==> src/rtl/loopback_channel.sv <==
// Purpose : baseband channel emulator; it loops Tx DAC samples back to the Rx ADC side and applies delay, rotation, gain, noise and DC.
// Latency : 3 + CH_DELAY cycles from DAC_* to ADC_* (S0 delay-line read, S1 rotate+gain, S2 noise+DC+saturate).
// Backpres: none. The channel accepts one sample per cycle, and ADC_vld simply follows the delayed DAC_vld.
//
// Ports:
//   clk_16M384, rst_16M384     single clock and synchronous active-high reset
//   DAC_I/DAC_Q/DAC_vld        Tx samples (signed, DW bits) and their valid strobe
//   CH_ROT                     phase rotation 0/90/180/270 degrees
//   CH_GAIN                    gain numerator over 4 (0..15)
//   CH_DELAY                   extra delay in samples (0..MAX_DELAY-1)
//   CH_NOISE_AMP               noise bits per rail (clamped to NOISE_W)
//   CH_DC                      signed DC offset added to both rails
//   CH_SEED                    LFSR seed loaded at reset (0 selects 16'hACE1)
//   SAT_CLR                    clears the sticky SAT_FLAG
//   ADC_I/ADC_Q/ADC_vld        Rx samples; both rails are 0 whenever ADC_vld is 0
//   SAT_FLAG                   sticky flag, set when any rail of a valid sample clips
module loopback_channel #(
    parameter int DW        = 12,
    parameter int MAX_DELAY = 16,
    parameter int NOISE_W   = 8
) (
    input  logic                         clk_16M384,
    input  logic                         rst_16M384,
    input  logic signed [DW-1:0]         DAC_I,
    input  logic signed [DW-1:0]         DAC_Q,
    input  logic                         DAC_vld,
    input  logic [1:0]                   CH_ROT,
    input  logic [3:0]                   CH_GAIN,
    input  logic [$clog2(MAX_DELAY)-1:0] CH_DELAY,
    input  logic [3:0]                   CH_NOISE_AMP,
    input  logic signed [DW-1:0]         CH_DC,
    input  logic [15:0]                  CH_SEED,
    input  logic                         SAT_CLR,
    output logic signed [DW-1:0]         ADC_I,
    output logic signed [DW-1:0]         ADC_Q,
    output logic                         ADC_vld,
    output logic                         SAT_FLAG
);

    localparam int AW = $clog2(MAX_DELAY);
    // Gain intermediate: DW+1 rotated value times a 4-bit gain fits in DW+6.
    localparam int GW = DW + 6;
    // Sum width: this adds headroom for the gained value, the noise and the DC term.
    localparam int SW = DW + 8;
    localparam logic [15:0]          DEF_SEED = 16'hACE1;
    localparam logic [3:0]           AMP_MAX  = 4'(NOISE_W);
    localparam logic signed [SW-1:0] SMAX     = {{(SW-DW+1){1'b0}}, {(DW-1){1'b1}}};
    localparam logic signed [SW-1:0] SMIN     = ~SMAX;

    typedef struct packed {
        logic                 vld;
        logic signed [DW-1:0] i;
        logic signed [DW-1:0] q;
    } smp_t;

    // Sign-extend to DW+1 so that negating the most negative code cannot wrap.
    function automatic logic signed [DW:0] sext1(input logic signed [DW-1:0] x);
        return {x[DW-1], x};
    endfunction

    // Centred noise: (slice & m) - (m >> 1).
    function automatic logic signed [NOISE_W+1:0] noise(input logic [NOISE_W-1:0] sl,
                                                        input logic [NOISE_W:0]   m);
        logic [NOISE_W:0] a;
        a = {1'b0, sl} & m;
        return $signed({1'b0, a}) - $signed({1'b0, m >> 1});
    endfunction

    // ---------------- state ----------------
    smp_t                  mem_q [MAX_DELAY];
    logic [AW-1:0]         wp_q, wp_d;
    smp_t                  s0_q, s0_d;
    logic                  s1_vld_q, s1_vld_d;
    logic signed [GW-1:0]  s1_i_q, s1_i_d;
    logic signed [GW-1:0]  s1_q_q, s1_q_d;
    logic signed [DW-1:0]  adc_i_q, adc_i_d;
    logic signed [DW-1:0]  adc_q_q, adc_q_d;
    logic                  adc_vld_q, adc_vld_d;
    logic                  sat_q, sat_d;
    logic [15:0]           lfsr_q, lfsr_d;

    // ---------------- S0: delay-line read ----------------
    smp_t          in_smp;
    smp_t          rd_smp;
    logic [AW-1:0] rd_idx;

    assign in_smp = {DAC_vld, DAC_I, DAC_Q};

    always_comb begin
        wp_d   = wp_q + 1'b1;
        rd_idx = wp_q - CH_DELAY;
        // The slot at wp is overwritten this cycle. Zero delay therefore means the
        // incoming sample itself, which keeps the minimum latency at 3.
        if (CH_DELAY == '0) begin
            rd_smp = in_smp;
        end else begin
            rd_smp = mem_q[rd_idx];
        end
        s0_d = rd_smp;
    end

    // ---------------- S1: rotate + gain ----------------
    logic signed [DW:0]   rot_i, rot_q;
    logic signed [GW-1:0] rot_i_x, rot_q_x, gain_x, prod_i, prod_q;

    always_comb begin
        case (CH_ROT)
            2'd0: begin
                rot_i = sext1(s0_q.i);
                rot_q = sext1(s0_q.q);
            end
            2'd1: begin
                rot_i = sext1(s0_q.q);
                rot_q = -sext1(s0_q.i);
            end
            2'd2: begin
                rot_i = -sext1(s0_q.i);
                rot_q = -sext1(s0_q.q);
            end
            default: begin
                rot_i = -sext1(s0_q.q);
                rot_q = sext1(s0_q.i);
            end
        endcase
        rot_i_x  = {{(GW-DW-1){rot_i[DW]}}, rot_i};
        rot_q_x  = {{(GW-DW-1){rot_q[DW]}}, rot_q};
        gain_x   = {{(GW-4){1'b0}}, CH_GAIN};
        prod_i   = rot_i_x * gain_x;
        prod_q   = rot_q_x * gain_x;
        // An arithmetic shift floors toward minus infinity.
        s1_i_d   = prod_i >>> 2;
        s1_q_d   = prod_q >>> 2;
        s1_vld_d = s0_q.vld;
    end

    // ---------------- S2: noise + DC + saturate ----------------
    logic [3:0]                amp_c;
    logic [NOISE_W:0]          mask;
    logic signed [NOISE_W+1:0] n_i, n_q;
    logic signed [SW-1:0]      sum_i, sum_q;
    logic                      hi_i, lo_i, hi_q, lo_q;

    always_comb begin
        amp_c = (CH_NOISE_AMP > AMP_MAX) ? AMP_MAX : CH_NOISE_AMP;
        mask  = ({{NOISE_W{1'b0}}, 1'b1} << amp_c) - {{NOISE_W{1'b0}}, 1'b1};
        n_i   = noise(lfsr_q[NOISE_W-1:0], mask);
        n_q   = noise(lfsr_q[15 -: NOISE_W], mask);

        sum_i = {{(SW-GW){s1_i_q[GW-1]}}, s1_i_q}
              + {{(SW-NOISE_W-2){n_i[NOISE_W+1]}}, n_i}
              + {{(SW-DW){CH_DC[DW-1]}}, CH_DC};
        sum_q = {{(SW-GW){s1_q_q[GW-1]}}, s1_q_q}
              + {{(SW-NOISE_W-2){n_q[NOISE_W+1]}}, n_q}
              + {{(SW-DW){CH_DC[DW-1]}}, CH_DC};

        hi_i = sum_i > SMAX;
        lo_i = sum_i < SMIN;
        hi_q = sum_q > SMAX;
        lo_q = sum_q < SMIN;

        adc_vld_d = s1_vld_q;
        adc_i_d   = '0;
        adc_q_d   = '0;
        sat_d     = sat_q;
        if (s1_vld_q) begin
            adc_i_d = hi_i ? SMAX[DW-1:0] : (lo_i ? SMIN[DW-1:0] : sum_i[DW-1:0]);
            adc_q_d = hi_q ? SMAX[DW-1:0] : (lo_q ? SMIN[DW-1:0] : sum_q[DW-1:0]);
        end
        // If a clip and SAT_CLR arrive together, the clip wins so the event is not lost.
        if (s1_vld_q && (hi_i || lo_i || hi_q || lo_q)) begin
            sat_d = 1'b1;
        end else if (SAT_CLR) begin
            sat_d = 1'b0;
        end

        // Fibonacci LFSR x^16+x^14+x^13+x^11+1, shifting right. It runs every cycle.
        lfsr_d = {lfsr_q[0] ^ lfsr_q[2] ^ lfsr_q[3] ^ lfsr_q[5], lfsr_q[15:1]};
    end

    // ---------------- registers ----------------
    always_ff @(posedge clk_16M384) begin
        if (rst_16M384) begin
            for (int k = 0; k < MAX_DELAY; k++) begin
                mem_q[k] <= '0;
            end
            wp_q      <= '0;
            s0_q      <= '0;
            s1_vld_q  <= 1'b0;
            s1_i_q    <= '0;
            s1_q_q    <= '0;
            adc_i_q   <= '0;
            adc_q_q   <= '0;
            adc_vld_q <= 1'b0;
            sat_q     <= 1'b0;
            lfsr_q    <= (CH_SEED == 16'd0) ? DEF_SEED : CH_SEED;
        end else begin
            mem_q[wp_q] <= in_smp;
            wp_q        <= wp_d;
            s0_q        <= s0_d;
            s1_vld_q    <= s1_vld_d;
            s1_i_q      <= s1_i_d;
            s1_q_q      <= s1_q_d;
            adc_i_q     <= adc_i_d;
            adc_q_q     <= adc_q_d;
            adc_vld_q   <= adc_vld_d;
            sat_q       <= sat_d;
            lfsr_q      <= lfsr_d;
        end
    end

    assign ADC_I    = adc_i_q;
    assign ADC_Q    = adc_q_q;
    assign ADC_vld  = adc_vld_q;
    assign SAT_FLAG = sat_q;

endmodule

==> config.mk <==
export PLATFORM = sky130hd
export DESIGN_NAME = loopback_channel
export DESIGN_NICKNAME = d
export VERILOG_FILES = /design/src/rtl/loopback_channel.sv
export SDC_FILE = /design/constraint.sdc
export NUM_CORES = 1
export LEC_CHECK = 0
export ABC_AREA = 1
export BUFFER_PORTS_ARGS = -buffer_cell sky130_fd_sc_hd__buf_2
export CORE_UTILIZATION = 55
export CTS_BUF_LIST = sky130_fd_sc_hd__clkbuf_16
export DETAILED_ROUTE_END_ITERATION = 12
export GPL_ROUTABILITY_DRIVEN = 0
export PLACE_DENSITY = 0.75
export SLEW_MARGIN = 20
export SYNTH_ARGS = -nofsm -noshare
export SYNTH_HDL_FRONTEND = slang
export SYNTH_SLANG_ARGS = --single-unit
==> constraint.sdc <==
create_clock -name clk_16M384 -period 5.5 [get_ports clk_16M384]
set_clock_uncertainty 0.2 [all_clocks]
set_input_delay 1.1 -clock clk_16M384 [delete_from_list [all_inputs] [get_ports clk_16M384]]
set_output_delay 1.1 -clock clk_16M384 [all_outputs]
set_load 0.005 [all_outputs]
Yosys cells after proc, flatten, opt, wreduce, memory -nomap -nowiden

Memory sizes are Yosys's and may differ from the RTL's. A register that Yosys moved wholly into a read port is not among the register bits.
Cells that the tools add are included.

Word-level logic and storage cells: 67
Input bits: 70
Memories: 1
Bits in writable memories: 400
Register bits: 79

Multiply operators: 2
$lt $le $gt $ge: 5
Add/sub/neg operators: 11
Reduce and logical (&&, ||, !) cells: 11
Bitwise logic cells: 6
Muxes and demuxes: 17
Equal/unequal tests: 2
Shift-type cells: 1

Memory list:

| memory | depth | width | read ports | clocked after Yosys merged registers in | wr ports | RTL line | RTL |
|---|---|---|---|---|---|---|---|
| mem_q  | 16    | 25    | 1          | 1                                       | 16       | 70       | `smp_t mem_q [MAX_DELAY];` |

Operator list:

| cell                                                            | count |
|---|---|
| one-hot mux 13 bit (3 select lines)                             | 2 |
| adder 17 x 12 -> 18 bit                                         | 2 |
| greater-than comparator 18 x 12 -> 1 bit, second input constant | 2 |
| less-than comparator 18 x 12 -> 1 bit, second input constant    | 2 |
| multiplier 13 x 5 -> 18 bit                                     | 2 |
| adder 16 x 10 -> 17 bit                                         | 2 |
| two-way mux 16 bit                                              | 2 |
| negator 12 -> 13 bit                                            | 2 |
| two-way mux 25 bit                                              | 1 |
| OR reduction 25 bit                                             | 1 |
| two-way mux 12 bit                                              | 2 |
| two-way mux 11 bit                                              | 2 |
| subtractor 9 x 8 -> 10 bit                                      | 2 |
| AND 8 x 9 -> 9 bit                                              | 2 |
| zero test 16 bit                                                | 1 |
| left shift 1 x 4 -> 9 bit, first input constant                 | 1 |
| subtractor 9 x 1 -> 9 bit, second input constant                | 1 |
| two-way mux 4 bit                                               | 2 |
| two-way mux 1 bit                                               | 6 |
| OR reduction 3 bit                                              | 2 |
| adder 4 x 1 -> 4 bit, second input constant                     | 1 |
| greater-than comparator 4 bit, second input constant            | 1 |
| subtractor 4 bit                                                | 1 |
| logical OR 1 bit                                                | 3 |
| 8 further kinds                                                 | 10 |

Longest topological paths before layout

Gate-level depths: netlist of run 1.

Depth in word-level cells: 14
Gate-level depth with buffers: 33

Worst setup path before layout of run 1

OpenSTA, ideal clock, no wires.

Path type: input to register
From: input port CH_NOISE_AMP[3]
To: register adc_q_q[3], in the netlist ADC_Q[3]
Required time: 5180 ps
Setup slack: -239 ps
Buffers on the path: 1
Stages on the path: 29
Arrival time: 5419 ps
Path through: nor2_1 > nand2_1 > ha_1 > xnor2_1 > nor2_1 > ha_1 > a21oi_1 > o21ai_1 > a21o_1 > a21oi_1 > o21ai_0 > nand2_1 > nand3_1 > inv_1 > or2_1 > fa_1 > ha_1 > nand2_1 > inv_1 > nand2_1 > nand2_1 > nand2_2 > nand3_2 > a21oi_4 > xor2_1 > nand2_2 > nand2_2 > buf_6 > o21ai_2

Cells in the longest elaborated chain, start to end: 11
Elaborated cells between the ends (all ways): 12
Classes of those cells: add/sub (4); order compare (3); shift (1); mux (3); bitwise (1)

RTL lines:

| item                                  | RTL line | RTL |
|---|---|---|
| start, declared                       | 30       | `input logic [3:0] CH_NOISE_AMP,` |
| greater-than comparator 4 bit         | 144      | `amp_c = (CH_NOISE_AMP > AMP_MAX) ? AMP_MAX : CH_NOISE_AMP;` |
| two-way mux 4 bit (*)                 | 144      |  |
| left shift 1 x 4 -> 9 bit (*)         | 145      | `mask = ({{NOISE_W{1'b0}}, 1'b1} << amp_c) - {{NOISE_W{1'b0}}, 1'b1};` |
| subtractor 9 x 1 -> 9 bit (*)         | 145      |  |
| AND 8 x 9 -> 9 bit                    | 65       | `a = {1'b0, sl} & m;` |
| subtractor 9 x 8 -> 10 bit (*)        | 66       | `return $signed({1'b0, a}) - $signed({1'b0, m >> 1});` |
| adder 16 x 10 -> 17 bit (*)           | 153      | `+ {{(SW-NOISE_W-2){n_q[NOISE_W+1]}}, n_q}` |
| adder 17 x 12 -> 18 bit (*)           | 154      | `+ {{(SW-DW){CH_DC[DW-1]}}, CH_DC};` |
| less-than comparator 18 x 12 -> 1 bit | 159      | `lo_q = sum_q < SMIN;` |
| two-way mux 12 bit                    | 167      | `adc_q_d = hi_q ? SMAX[DW-1:0] : (lo_q ? SMIN[DW-1:0] : sum_q[DW-1:0]);` |
| two-way mux 11 bit (*)                | 167      |  |
| end signal, assigned                  | 204      | `adc_q_q <= adc_q_d;` |
| end, declared                         | 77       | `logic signed [DW-1:0] adc_q_q, adc_q_d;` |

Mark *: on every way between the ends. The rest lies on a longest branch, timed or not.
A chain may end at the register's enable or synchronous reset.

Worst setup path after layout of run 1

From: input port CH_NOISE_AMP[0]
To: register adc_q_q[10], in the netlist ADC_Q[10]

Same word-level chain as after synthesis.

==> metrics.txt, run 1 <==
most used routing layer met2; post-synth top area share 41.10%; vias in the first global route 24500; CP Launch Type primary input; Via-to-Cell Ratio 6.023; synth top area cells edfxtp_1, nor2_1, dfxtp_1; Clock Tree Buf Depth 3; Die H 232.5 um; Worst Tran Pin Value 1.091 ns; Mapped Area 0.02922 mm^2; num rows 84; mux cell area share after synthesis 0%; Synth Area in XOR/XNOR 1.550%; global-route wire length before repair 131400 um; yosys warns 0; most used cell along the critical path nand2_1; IO buf count 95; slowest stage delay, CP 0.50 ns; Synth Area in Compound Gates 12.30%; final setup fails 0; routed wire length 86480 um; fin area 0.03344 mm^2; Int Power 0.009568 W; Power Density 473.2 mW/mm^2; flops & latches, synth 504; grt met3 use 6.949%; Hold Buf Count CTS 0; switching share of power 39.53%; most used flip-flop cell after synthesis edfxtp_1; H-tree Lvls 2; Final Hold Viols 0; residual DRC count 0; Syn Inst Count 3296; leakage 14.69 nW; DP Area 0.03134 mm^2; register area share after synthesis 48.23%; met1 usage 36.95%; cell taking the most area after synthesis edfxtp_1; Tcrit/Tclk final 96.17%; Max VDD drop 0.3087 mV; Starting DRT DRC Count 2934; clk sinks 504; width of the chip 232.5 um; GR Util All Layers 31.72%; final max-slew violation count 0; Clk pwr share 23.0%; routed length per instance 20.72 um; NumNets Final 3727; crit end category register; Post-Syn Nets 3579; DIE AREA 0.05406 mm^2; initial core utilization 55.61%; core footprint 0.05255 mm^2; adder-cell area share of the yosys netlist 11.46%; share of synthesized flip-flops with an asynchronous set or reset 0%; Slew headroom 27.18%; status finished clean; TritonCTS clock tree built; CTS Root Cell clkbuf_16; clk_lat worst skew 0.64 ns; Via Count 25140; Hold WC Path Type reg -> reg; CP Max Fanout 11; max frequency 0.1891 GHz; Yosys cell types 52; num ports 96; worst path required time 5.81 ns; largest family of logic cells by synthesized area simple AND/OR/NAND/NOR gates; post-place setup slack -0.4653 ns; antenna violations before repair 8; WS Path Type in -> reg; Seq pwr share 29.3%; EDFF count, synth 400; CP max-delay cell fa_1; Detailed Place HPWL 55900 um; Switch Pwr 0.006254 W; simple-gate share of the synthesized area 19.12%; Worst Path Arrival 5.60 ns; CTS clk-pin slew, worst paths 0.06 ns; Antenna Nets Post-Route 0; hold_ws 0.2096 ns; fin worst setup slack 0.2105 ns; Area growth, synth to finish 14.42%; largest net degree at the start of global routing 79; Post-Syn Area per Cell 8.866 um^2; final total power 0.01582 W; share of layout cells above drive strength 1 13.63%; total gr overflow 0; crit path time final 5.289 ns; Combinational Power Share 47.6%; Num CTS Buffers 52; TritonRoute pass-1 iters 8; total of max-cap violations 0; met2 usage 53.76%
-- power by group through the flow --
stage	Clock, W	Combinational, W	Sequential (W)
after floorplan	0	0.00468	0.00467
after CTS	0.00366	0.00710	0.00464
after detailed placement	0	0.00705	0.00472
after global placement	0	0.00685	0.00471
final	0.00365	0.00753	0.00464
after global routing	0.00381	0.00837	0.00467
-- kinds of logic (layout without fill, tap and decap cells) --
kind of cell / after synthesis / in the layout
flip-flops: 504 / 504
buffers and inverters: 556 / 744
adder cells (fa/ha/maj): 213 / 213
AND/OR/NAND/NOR: 1369 / 1370
other: 0 / 1
XOR/XNOR: 50 / 50
AO/OA/AOI/OAI: 604 / 604
-- cells in the mapped netlist, drive strengths merged, types with 35 or more instances --
cell,count
nand3,158
ha,122
inv,376
buf,35
edfxtp,400
fa,91
nand2,375
o21ai,333
dfxtp,104
a21oi,104
nor2,784
o221ai,106
clkbuf,138
-- cell usage in the layout (no fill, tap or decap), types with 20 or more instances in the layout --
master	n
nand2_1	351
clkbuf_16	57
nand3_1	133
dfxtp_1	104
nand2_2	20
fa_1	90
o221ai_1	106
buf_2	95
xnor2_1	29
edfxtp_1	400
a31oi_1	31
o21ai_0	300
inv_1	373
ha_1	111
nor2_1	763
a21oi_1	96
nand3_2	25
buf_4	163
-- routing by layer --
metal  routed length, um  up-vias
li1                    -    11330
met1               29910    11830
met2               41340     1593
met3                9812      377
met4                5342       10
met5                  64        -
-- what timing repair did --
item,in CTS,in global routing
setup buffers,0,4
gates resized for setup,0,58
endpoints found under the setup margin,0,26
-- path summary, 6_finish.rpt --
kind	from	endpoint	slack, ns	depth (start not counted)
setup / recovery	CH_NOISE_AMP[0]	ADC_Q[10]	0.21	30
hold / removal	s1_vld_d	adc_vld_d	0.21	2
setup reg to reg	s0_q[1]	s1_q_q[12]	0.37	22
hold reg to reg	s1_vld_d	adc_vld_d	0.21	2
-- cell type report --
class                      count  area, um^2
fill                        4170       19110
clock buffer                  57        1426
clock inverter                38       350.3
antenna                        1       2.502
tap                          688       860.8
multi-input combinational   2237       13410
inverter                     383        1440
sequential                   504       14090
timing repair buffer         266        1859
-- critical path: cells and delay by family --
family          cells  cell delay (ns)
simple gates       15             1.74
fa+ha+maj           4             1.28
compound gates      5             0.73
buf+inv             5             0.59
xor+xnor            1             0.15
-- per-stage QoR --
step	instances	TNS, ns	utilization, %
2_1_floorplan	3296	0	-
3_3_place_gp	4073	-6.262	59.64
3_5_place_dp	4073	-9.718	59.64
4_1_cts	4168	0	63.02
5_1_grt	4173	-0.1497	63.63
6_report	4174	0	63.63
-- sequential cells by signal, indices dropped and copies added (netlist names) --
name       count
adc_vld_d      1
SAT_FLAG       1
s1_vld_d       1
wp_q           4
s1_q_q        16
ADC_I         12
s0_q          24
ADC_vld        1
lfsr_q        16
mem_q        400
ADC_Q         12
s1_i_q        16
(Power assumes the default switching activity.)
==> run 2, diff against run 1 <==
ABC_AREA = default   (was 1)
PLACE_DENSITY = 0.72   (was 0.75)
clock period = 5.4 ns   (was 5.5 ns; I/O delays follow)
==> run 2 against run 1 <==
  * Highest routed layer is now met4
  * Critical endpoint is now SAT_FLAG
  * Routed wire length decreased by 18%
  * First-iteration DRC count is 51% lower
  * Global-route usage fell by 4.7 points
  * Synthesized cell count fell by 28%
  * Cell count fell by 20%
  * Sequential share of layout area shrank 0.89 points
  * Clock power barely moved
  * The run now ends with setup timing left
==> metrics.txt, run 2 <==
Post-Syn Area per Cell 12.30 um^2; Slew headroom 18.72%; status finished with violations; Worst Tran Pin Value 1.213 ns; core footprint 0.05172 mm^2; Post-Syn Nets 2644; Largest register FFs 400; clk sinks 504; Combinational Power Share 49.5%; Int Power 0.01066 W; crit end category register; Clk pwr share 22.0%; worst path required time 5.68 ns; WS Path Type in -> reg; most used flip-flop cell after synthesis edfxtp_1; Synth Area in Compound Gates 5.743%; Switch Pwr 0.005891 W; Num CTS Buffers 52; routed length per instance 21.37 um; leading cell type in the layout, fill and taps excluded and2_1; width of the chip 231.8 um; Hold Buf Count CTS 0; hold_ws 0.2683 ns; Syn Inst Count 2361; fin worst setup slack -0.6614 ns; Hold WC Path Type reg -> reg; IO buf count 95; final setup fails 24; final max-slew violation count 0; Starting DRT DRC Count 1425; total of max-cap violations 0; Area growth, synth to finish 17.63%; Synth Area in XOR/XNOR 3.197%; GR Util All Layers 27.04%; CTS Root Cell clkbuf_16; mux cell area share after synthesis 11.26%; hold depth 1; flops & latches, synth 504; Mapped Area 0.02904 mm^2; cell taking the most area after synthesis edfxtp_1; switching share of power 35.60%; TritonCTS clock tree built; biggest regs mem_q: 400 flops, s0_q: 24 flops; adder-cell area share of the yosys netlist 11.53%; final cell count without fillers 3335; Cells after DPL 3217; vias in the first global route 19880; RSZ-0062 raised after global routing true; yosys warns 0; Tcrit/Tclk final 112.2%; routed wire length 71280 um; residual DRC count 0; CTS clk-pin slew, worst paths 0.06 ns; Max VDD drop 0.2658 mV; failing checks setup timing; synth top area cells edfxtp_1, and2_1, mux4_2; Worst Path Arrival 6.35 ns; clk_lat worst skew 0.64 ns; share of synthesized flip-flops with an asynchronous set or reset 0%; Yosys cell types 68; crit path time final 6.061 ns; leakage 14.63 nW; Die H 231.8 um; Clock Tree Buf Depth 3; TritonRoute pass-1 iters 5; Detailed Place HPWL 46660 um; EDFF count, synth 400; CP Max Fanout 4; largest family of logic cells by synthesized area simple AND/OR/NAND/NOR gates; antenna violations before repair 5; Antenna Nets Post-Route 0; synth cell count leaders and2_1, edfxtp_1, inv_1, mux4_2, ha_1; Via-to-Cell Ratio 5.696; max frequency 0.1650 GHz; post-synth top area share 41.36%; reg2reg path depth 21; largest net degree at the start of global routing 67; H-tree Lvls 2; register area share after synthesis 48.53%; simple-gate share of the synthesized area 15.53%; commonest cells after routing, fill and taps aside and2_1, edfxtp_1, buf_4, inv_1, mux4_2; Reg with most FFs mem_q; Final Hold Viols 0; NumNets Final 2894; DIE AREA 0.05373 mm^2; num ports 96; Power Density 484.4 mW/mm^2; global-route wire length before repair 110300 um; share of layout cells above drive strength 1 25.08%; Seq pwr share 28.5%; count leader, synth and2_1; CP Launch Type primary input; initial core utilization 56.15%; total gr overflow 0; Via Count 19000; num rows 83
==> run 2: cell types whose count changed after synthesis, moves of 131 or more <==
cell     change
and2_1     +468
o21ai_0    -269
nand2_1    -281
nand3_1    -131
nor2_1     -656
inv_1      -170
==> run 2: path summary, 6_finish.rpt <==
| path | from | end | slack [ns] |
|---|---|---|---|
| setup reg to reg | s0_q[14] | s1_i_q[12] | 0.20 |
| setup / recovery | CH_NOISE_AMP[2] | SAT_FLAG | -0.66 |
| hold reg to reg | s1_vld_d | adc_vld_d | 0.27 |
| hold / removal | s1_vld_d | adc_vld_d | 0.27 |
==> run 2: per-stage QoR <==
stage | total power, W | util, % | TNS [ns] | area [um^2] | worst slack, ns
after floorplan | 0.009818 | - | -20.93 | 29290 | -0.9996
after global placement | 0.01204 | 61.42 | -30.20 | 31770 | -1.288
after detailed placement | 0.01222 | 61.43 | -32.13 | 31770 | -1.353
after CTS | 0.01605 | 65.22 | -11.78 | 33730 | -0.5983
after global routing | 0.01762 | 66.05 | -18.08 | 34160 | -0.8326
final | 0.01655 | 66.05 | -13.44 | 34160 | -0.6614
==> run 2: final cells by class <==
cell class	instances	area [um^2]
clock inverters	41	376.6
inverters	198	750.7
repair buffers	320	2260
well taps	680	850.8
diodes	3	7.507
clock buffers	54	1351
multi-input cells	1535	14470
fillers	3779	17560
flip-flops and latches	504	14090
==> run 2: cell families after synthesis <==
family | Yosys count
flops | 504
compound gates | 246
mux | 165
simple gates | 805
fa+ha+maj | 213
buf+inv | 322
xor+xnor | 106
==> run 2: power groups by stage <==
stage | clock [W] | combinational [W] | sequential [W]
after floorplan | 0 | 0.00508 | 0.00474
after global placement | 0 | 0.00726 | 0.00478
after detailed placement | 0 | 0.00743 | 0.00480
after CTS | 0.00368 | 0.00766 | 0.00471
after global routing | 0.00380 | 0.00907 | 0.00475
final | 0.00364 | 0.00819 | 0.00471
==> run 2: what timing repair did <==
action                                  CTS  global route
resized for setup                        30            68
pin swaps                                37            40
buffers inserted                         11             9
endpoints found under the setup margin   25            37
==> run 2: worst max-delay path: stages <==
cell,delay (ns)
buf_6,0.09
or4_4,0.55
ha_4,0.20
xor2_4,0.17
buf_4,0.15
ha_1,0.26
nor2b_1,0.13
o21ai_1,0.13
nand2b_1,0.10
a21o_1,0.16
a21o_1,0.17
a21o_1,0.17
nand2_2,0.08
nand3_2,0.09
buf_4,0.16
inv_4,0.06
buf_4,0.14
fa_1,0.42
ha_1,0.27
buf_4,0.16
o21ai_0,0.34
o21bai_2,0.17
mux2i_1,0.16
a211oi_2,0.32
and4_1,0.24
a21oi_1,0.07
o41a_1,0.32
==> run 2: layer usage <==
layer	share of wire (%)	wire length [um]	track usage [%]
met1	37	26250	31.06
met2	54	38230	50.08
met3	5.4	3869	3.057
met4	4.1	2936	12.58
met5	0	0	0
